$ cat config.mk
export PLATFORM = sky130hd
export DESIGN_NAME = count_monitor
export DESIGN_NICKNAME = d
export VERILOG_FILES = /design/src/rtl/count_mon_pkg.sv /design/src/rtl/evt_fifo.sv /design/src/rtl/count_monitor.sv
export SDC_FILE = /design/constraint.sdc
export NUM_CORES = 1
export LEC_CHECK = 0
export CAP_MARGIN = 20
export CORE_ASPECT_RATIO = 1.4
export CORE_UTILIZATION = 45
export DETAILED_ROUTE_END_ITERATION = 10
export PLACE_DENSITY = 0.67
export SKIP_LAST_GASP = 1
export SYNTH_ARGS = -nofsm -noshare
export SYNTH_HDL_FRONTEND = slang
export SYNTH_SLANG_ARGS = --single-unit
$ cat constraint.sdc
create_clock -name clk -period 5.1 [get_ports clk]
set_clock_uncertainty 0.05 [all_clocks]
set_input_delay 1.02 -clock clk [delete_from_list [all_inputs] [get_ports clk]]
set_output_delay 1.02 -clock clk [all_outputs]
set_load 0.02 [all_outputs]
$ cat src/rtl/count_mon_pkg.sv
// Shared types for the counter monitor.
//   evt_type_t : two-bit event class carried in the top bits of each record
//   evt_t      : packed record {etype, value} at the nominal counter width
//   CntW/EvtW  : nominal counter width and record width
package count_mon_pkg;

  localparam int unsigned CntW = 4;
  localparam int unsigned EvtW = 2 + CntW;

  typedef enum logic [1:0] {
    Match  = 2'b00,
    WrapUp = 2'b01,
    WrapDn = 2'b10,
    Jump   = 2'b11
  } evt_type_t;

  typedef struct packed {
    evt_type_t        etype;
    logic [CntW-1:0]  value;
  } evt_t;

endpackage

$ cat src/rtl/evt_fifo.sv
// Synchronous FIFO for event records.
//   clk, reset : clock and synchronous active-high reset (empties the FIFO)
//   push, din  : write request and data; accepted when not full, or when full
//                with a same-cycle pop
//   pop, dout  : read request and head data; dout reads 0 while empty
//   full, empty: occupancy status
module evt_fifo #(
  parameter int unsigned WIDTH = 6,
  parameter int unsigned DEPTH = 4
) (
  input  logic             clk,
  input  logic             reset,
  input  logic             push,
  input  logic [WIDTH-1:0] din,
  input  logic             pop,
  output logic [WIDTH-1:0] dout,
  output logic             full,
  output logic             empty
);

  localparam int unsigned AW = (DEPTH > 1) ? $clog2(DEPTH) : 1;
  localparam logic [AW:0] PtrOne = 1;

  // Pointers carry an extra lap bit to tell full from empty.
  logic [AW:0]      wr_ptr_q, rd_ptr_q;
  logic [WIDTH-1:0] mem_q [DEPTH];
  logic             do_push, do_pop;

  always_comb begin
    empty   = (wr_ptr_q == rd_ptr_q);
    full    = (wr_ptr_q[AW] != rd_ptr_q[AW]) &&
              (wr_ptr_q[AW-1:0] == rd_ptr_q[AW-1:0]);
    do_pop  = pop && !empty;
    // When full, the slot being written is the one being popped this edge.
    do_push = push && (!full || do_pop);
    dout    = empty ? '0 : mem_q[rd_ptr_q[AW-1:0]];
  end

  always_ff @(posedge clk) begin
    if (reset) begin
      wr_ptr_q <= '0;
      rd_ptr_q <= '0;
    end else begin
      if (do_push) wr_ptr_q <= wr_ptr_q + PtrOne;
      if (do_pop)  rd_ptr_q <= rd_ptr_q + PtrOne;
    end
  end

  always_ff @(posedge clk) begin
    if (do_push) mem_q[wr_ptr_q[AW-1:0]] <= din;
  end

endmodule

$ cat src/rtl/count_monitor.sv
// Observer for a WIDTH-bit up/down counter. Classifies each sample-to-sample
// transition, queues at most one event record per cycle and keeps a saturating
// wrap tally plus a sticky drop flag.
//   clk, reset           : clock and synchronous active-high reset
//   cnt_in, cmp_val      : counter value and compare value, sampled every cycle
//   clr                  : clears wrap_cnt and overflow (FIFO untouched)
//   evt_valid/ready/data : record stream {type[1:0], value[WIDTH-1:0]}
//   wrap_cnt             : saturating count of wrap-up/wrap-down transitions
//   overflow             : sticky, a record was dropped on a full FIFO
module count_monitor
  import count_mon_pkg::*;
#(
  parameter int unsigned WIDTH  = 4,
  parameter int unsigned DEPTH  = 4,
  parameter int unsigned WRAP_W = 8
) (
  input  logic              clk,
  input  logic              reset,
  input  logic [WIDTH-1:0]  cnt_in,
  input  logic [WIDTH-1:0]  cmp_val,
  input  logic              clr,
  output logic              evt_valid,
  input  logic              evt_ready,
  output logic [WIDTH+1:0]  evt_data,
  output logic [WRAP_W-1:0] wrap_cnt,
  output logic              overflow
);

  localparam logic [WIDTH-1:0]  One     = 1;
  localparam logic [WRAP_W-1:0] WrapOne = 1;

  logic [WIDTH-1:0]  prev_q;
  logic              prev_vld_q;
  logic [WRAP_W-1:0] wrap_cnt_q, wrap_cnt_d;
  logic              overflow_q, overflow_d;

  logic [WIDTH-1:0]  prev_inc, prev_dec;
  logic              is_hold, is_wrap_up, is_wrap_dn, is_step, is_jump, is_match;
  logic              evt_push;
  evt_type_t         evt_type;
  logic [WIDTH+1:0]  evt_rec;

  logic              fifo_full, fifo_empty, fifo_pop;

  // Previous-sample register.
  always_ff @(posedge clk) begin
    if (reset) begin
      prev_q     <= '0;
      prev_vld_q <= 1'b0;
    end else begin
      prev_q     <= cnt_in;
      prev_vld_q <= 1'b1;
    end
  end

  // Transition classification and priority (Jump > Wrap > Match).
  always_comb begin
    prev_inc   = prev_q + One;
    prev_dec   = prev_q - One;
    is_hold    = (cnt_in == prev_q);
    is_wrap_up = (prev_q == '1) && (cnt_in == '0);
    is_wrap_dn = (prev_q == '0) && (cnt_in == '1);
    // Modular +-1 minus the boundary crossings, which are wraps instead.
    is_step    = ((cnt_in == prev_inc) || (cnt_in == prev_dec)) &&
                 !is_wrap_up && !is_wrap_dn;
    is_jump    = !is_hold && !is_step && !is_wrap_up && !is_wrap_dn;
    is_match   = (cnt_in == cmp_val) && !is_hold;

    evt_type = Match;
    evt_push = 1'b0;
    if (prev_vld_q) begin
      if (is_jump) begin
        evt_type = Jump;
        evt_push = 1'b1;
      end else if (is_wrap_up) begin
        evt_type = WrapUp;
        evt_push = 1'b1;
      end else if (is_wrap_dn) begin
        evt_type = WrapDn;
        evt_push = 1'b1;
      end else if (is_match) begin
        evt_type = Match;
        evt_push = 1'b1;
      end
    end
    evt_rec = {evt_type, cnt_in};
  end

  assign fifo_pop = evt_valid && evt_ready;

  evt_fifo #(
    .WIDTH (WIDTH + 2),
    .DEPTH (DEPTH)
  ) u_evt_fifo (
    .clk   (clk),
    .reset (reset),
    .push  (evt_push),
    .din   (evt_rec),
    .pop   (fifo_pop),
    .dout  (evt_data),
    .full  (fifo_full),
    .empty (fifo_empty)
  );

  assign evt_valid = !fifo_empty;

  // Tally and sticky flag; clr wins over a same-cycle update.
  always_comb begin
    wrap_cnt_d = wrap_cnt_q;
    overflow_d = overflow_q;
    if (clr) begin
      wrap_cnt_d = '0;
      overflow_d = 1'b0;
    end else begin
      if (prev_vld_q && (is_wrap_up || is_wrap_dn) && (wrap_cnt_q != '1)) begin
        wrap_cnt_d = wrap_cnt_q + WrapOne;
      end
      if (evt_push && fifo_full && !fifo_pop) begin
        overflow_d = 1'b1;
      end
    end
  end

  always_ff @(posedge clk) begin
    if (reset) begin
      wrap_cnt_q <= '0;
      overflow_q <= 1'b0;
    end else begin
      wrap_cnt_q <= wrap_cnt_d;
      overflow_q <= overflow_d;
    end
  end

  assign wrap_cnt = wrap_cnt_q;
  assign overflow = overflow_q;

endmodule

== Yosys cells after proc, flatten, opt, wreduce, memory -nomap -nowiden ==
Memories as Yosys holds them, arrays and structs flattened. A register that Yosys moved wholly into a read port is not among the register bits.
Index checks and enable logic that the tools add are counted.
Operators by class
  add/subtract/negate cells: 5
  multipliers: 0
  divide/modulo/power cells: 0
  order comparisons: 0
  eq/ne operators: 10
  shifts and indexed selects: 0
  multiplexer cells: 15
  bitwise gates (word level): 0
  reductions and logical operators: 29
Operators with widths (count)
  $eq A4 B4 Y1: 4
  $logic_and A1 B1 Y1: 16
  $mux W2: 6
  $add A8 B1 Y8 const B: 1
  $eq A4 B4 Y1 const B: 2
  $logic_not A4 Y1: 2
  $mux W1: 8
  $ne A8 B8 Y1 const B: 1
  $logic_not A1 Y1: 7
  $add A3 B1 Y3 const B: 2
  $mux W6: 1
  $add A4 B1 Y4 const B: 1
  $sub A4 B1 Y4 const B: 1
  $eq A3 B3 Y1: 1
  $logic_or A1 B1 Y1: 3
  $eq A2 B2 Y1: 1
  $reduce_or A2 Y1: 1
  $ne A1 B1 Y1: 1
Word-level totals
  register bits after elaboration: 20
  bits in latches: 0
  memory bits (writable): 24
  memory bits (read-only): 0
  input bits: 12
  logic and storage cells: 66
  memories kept: 1
Memory list
  u_evt_fifo.mem_q: depth 4, bits a word 6, rd ports 1, clocked after memory_dff 1, wr ports 1, line evt_fifo.sv:26  | logic [WIDTH-1:0] mem_q [DEPTH];

== Logic depth before layout (Yosys ltp) ==
  depth in word-level cells: 14
  mapped depth: 8

== Cells and area by module ==
Synthesis repeated with hierarchy kept, for this count alone.
Unflattened totals
  cells, all modules: 200
  area, all modules: 2349.8 µm²
Modules (own cells, without submodules)
  evt_fifo: times used 1, cells an instance 91, area each 1401.3 µm²
  count_monitor: times used 1, cells an instance 109, area each 948.4 µm²

== Worst setup path before layout ==
No wires, ideal clock.
  path type: input-to-reg
  start point: input port cnt_in[2]
  end point: memory u_evt_fifo.mem_q[0][0], enable pin
  setup time: 0.255 ns
  arrival: 2.376 ns
  required time: 4.795 ns
  slack: 2.419 ns
  stages: 6
  path buffers: 1
  path through: buf_2 > xnor3_1 > nand3_1 > o22a_1 > o311a_4 > and2_2
On the way
  word-level cells in the longest chain between the ends: 14
  elaborated cells between the ends (all ways): 27
  those cells by class: eq/ne (5); mux (7); reduce/logical (15)
Ends and longest elaborated chain
  from (decl): line count_monitor.sv:19  | input logic [WIDTH-1:0] cnt_in,
  $logic_not A4 Y1: line count_monitor.sv:61  | is_wrap_up = (prev_q == '1) && (cnt_in == '0);
  $logic_and A1 B1 Y1: line count_monitor.sv:61
  $logic_not A1 Y1: line count_monitor.sv:65, count_monitor.sv:66
  $logic_and A1 B1 Y1: line count_monitor.sv:64  | is_step = ((cnt_in == prev_inc) || (cnt_in == prev_dec)) &&
  $logic_and A1 B1 Y1: line count_monitor.sv:65  | !is_wrap_up && !is_wrap_dn;
  $logic_not A1 Y1: line count_monitor.sv:66  | is_jump = !is_hold && !is_step && !is_wrap_up && !is_wrap_dn;
  $logic_and A1 B1 Y1 (3 in series): line count_monitor.sv:66
  $mux W1 *: line count_monitor.sv:72  | if (is_jump) begin
  $mux W1 *: line count_monitor.sv:71  | if (prev_vld_q) begin
  $logic_and A1 B1 Y1 *: line evt_fifo.sv:35  | do_push = push && (!full || do_pop);
  $mux W1 *: line evt_fifo.sv:50  | if (do_push) mem_q[wr_ptr_q[AW-1:0]] <= din;
  $mux W1 (implied by the code) *: line evt_fifo.sv:50
  to (decl): line evt_fifo.sv:26
Mark *: on every way between the ends. The rest lies on a longest branch, timed or not.

==> run_results.csv <==
group,metric,value,unit
yosys,netlist.area_leader.share,0.3288,
timing,rsz0062_at_grt,"no",
worst_setup_path,required,4.03,ns
worst_setup_path,cpPeakStageDelay,0.56,ns
global_route,grtUsageTotal,0.1766,
die,dieArea,0.005158,mm^2
global_route,grt_pass1_vias,1375,
yosys,synth.area.top_cells,"edfxtp_1 33%, dfxtp_1 20%, mux4_2 6.2%",
die,ios,28,
drt,first_pass_iters,4,
worst_setup_path,r2r-start,"prev_q[0]",
global_route,grt_antenna_before_repair,0,
placement,hpwl,3.032,mm
cts,clock_sinks,46,
yosys,synthTopCellsByCount,"24 x edfxtp_1, 22 x dfxtp_1, 20 x nor2_1",
worst_setup_path,endpoint,"evt_data[1]",
yosys,ys_async_sr_fraction,0,
hold_path,hold_path_class,"register to register",
worst_setup_path,path_cells,"mux4_2 > nor2b_1 > clkdlybuf4s50_1",
cells_and_area,drive_above_1_share,0.1373,
cts,postCtsSetupBuffers,0,
yosys,yosysWarnings,0,
yosys,ys_types,38,
timing,fin_crit_sh,0.6198,
status,status,"finished, final reports clean",
yosys,ys.flop_type,"edfxtp_1",
cts,ctsHoldBuffers,0,
die,die_w,60.99,um
drt,met2_length,2.194,mm
cts,ctsRootBufferMaster,"clkbuf_8",
cells_and_area,design_area,0.002608,mm^2
power_and_ir_drop,vdd_drop_max,0.0001660,V
flow_run,cap_violations,0,
drt,num_vias,1353,
drt,drt_iter0_markers,18,
global_route,grt_pass1_wl,6.437,mm
die,fp.coreArea,0.004608,mm^2
power_and_ir_drop,leakage,0.0009006,uW
timing,fin_tns_setup,0,ns
die,initial_utilization,0.4757,
die,rows,29,
yosys,synth_edf_count,24,
drt,via_per_inst,5.086,
worst_setup_path,start_kind,"register",
yosys,syn_nets,195,
drt,route.detailed.drc,0,
global_route,grt_overflow,0,
cells_and_area,final_nets,223,
cts,clk_pin_slew,0.09,ns
worst_setup_path,critPathMaxFanout,6,
timing,final-hold-violation-count,0,
cells_and_area,antenna_cells,0,
cells_and_area,area_delta_synth_final,18.95,%
cts,htreeDepth,2,
timing,fmax,316.4,MHz
die,die_y,84.58,um
cts,cts_buffers,5,
timing,drv_slew,0,
worst_setup_path,arrival,2.09,ns
drt,ant_nets,0,
cts,cts_repair_resize_count,0,
yosys,yosysMostFrequentCell,"edfxtp_1",
global_route,grt_max_degree,17,
drt,route.met3.wl,178,um
timing,setup_ws,1.939,ns
worst_setup_path,reg2reg_depth,7,
yosys,ys_seq_elements,46,
placement,placed_area,0.002514,mm^2
drt,wire_per_inst,14.59,um
cts,clk_path_buf_depth,2,
placement,gp_congestion,0.8771,
cts,clk_latency,0.30,ns
worst_setup_path,endpoint_kind,"output port",
hold_path,holdPathStages,1,
placement,post-place-ws,1.680,ns
yosys,syn_avg_cell_area,12.53,um^2
yosys,synth-seq-area-share,0.5297,
worst_setup_path,critPathSlowestCell,"dfxtp_1",
worst_setup_path,critPathKind,"register to output port",
drt,top_layer_used,"met4",
power_and_ir_drop,power_density,351.0,mW/mm^2
timing,relSlewSlack,0.6207,
worst_setup_path,r2r_end,"u_evt_fifo.mem_q[0][1]",
yosys,yosysTopAreaCell,"edfxtp_1",
drt,m1WireLength,1.419,mm
worst_setup_path,reg2reg_slack,2.79,ns
cts,cts_tree,"done",
timing,setup-violations-final,0,
yosys,synthesis.instances,175,
timing,holdWs,0.4508,ns
timing,tightest_slew,0.5668,ns
timing,finalCriticalPeriod,3.161,ns
placement,io_buffers,27,
yosys,syn_area,0.002192,mm^2
drt,drt-total-wl,3.882,mm
state kept, by name (all words and copies together), names as in the netlist, named ones only:
| signal | cells |
|---|---|
| u_evt_fifo.mem_q | 24 |
| prev_vld_q | 1 |
| prev_q | 4 |
| u_evt_fifo.rd_ptr_q | 3 |
| u_evt_fifo.wr_ptr_q | 3 |
| wrap_cnt | 8 |
| overflow | 1 |
how the worst min path moves through the flow:
stage	startpoint	endpoint	slack, ns
finish	overflow	overflow	0.45
global route	overflow	overflow	0.48
CTS	overflow	overflow	0.45
detailed placement	overflow	overflow	0.42
global placement	overflow	overflow	0.43
floorplan	u_evt_fifo.wr_ptr_q[2]	u_evt_fifo.wr_ptr_q[2]	0.41
cells by family after synthesis:
kind of cell             count (synthesis)  synth area share
flip-flops                              46            0.5297
adder cells (fa/ha/maj)                  8           0.04566
multiplexers                             8           0.07078
AO/OA/AOI/OAI                           13           0.05023
buffers and inverters                   13           0.02397
AND/OR/NAND/NOR                         61            0.1598
XOR/XNOR                                26            0.1199
cell usage in the layout (no fill, tap or decap), types with 2 or more instances in the layout:
cell type	n
mux2i_1	2
nand3_1	6
xnor2_1	12
nor4_1	5
inv_1	7
ha_1	8
and2_2	3
o21ai_0	3
mux4_2	6
nand4_1	2
o21ai_2	2
nor2b_1	10
xnor3_1	2
edfxtp_1	24
nor2_1	20
a21oi_1	2
nor3_1	2
dfxtp_1	22
clkbuf_8	5
xor2_1	11
nand2_1	5
clkdlybuf4s50_1	27
metal layers:
| layer | vias up | GRT usage |
|---|---|---|
| met5 | - | 0 |
| met4 | 0 | 0.07231 |
| met3 | 8 | 0.04931 |
| met2 | 36 | 0.3287 |
| met1 | 640 | 0.1735 |
| li1 | 669 | - |
through the flow:
| stage | util | total power, uW | std cells |
|---|---|---|---|
| 2_1_floorplan | - | 612.8 | 175 |
| 3_3_place_gp | 0.5455 | 699.9 | 258 |
| 3_5_place_dp | 0.5455 | 706.0 | 258 |
| 4_1_cts | 0.5658 | 926.5 | 266 |
| 5_1_grt | 0.5658 | 970.1 | 266 |
| 6_report | 0.5658 | 915.3 | 266 |
worst max-delay path, delay by kind of cell (launching register included):
| kind | cells | cell delay (ns) |
|---|---|---|
| buffers and inverters | 1 | 0.55 |
| DFF | 1 | 0.56 |
| muxes | 1 | 0.54 |
| and+or+nand+nor | 1 | 0.14 |
power by group:
part / leakage [uW] / switching, uW / internal, uW
clock: 0.0000447 / 123 / 98.8
sequential: 0.000400 / 27.9 / 419
combinational: 0.000456 / 117 / 130
area by class of cell:
class / count / area (um^2)
repair buffers: 27 / 270.3
clock buffers: 5 / 68.82
inverters: 7 / 26.28
multi-input cells: 116 / 978.4
fillers: 393 / 2001
flip-flops and latches: 46 / 1161
clock inverters: 3 / 25.02
well taps: 62 / 77.57
Note: power is estimated with default switching activity, not from simulation.
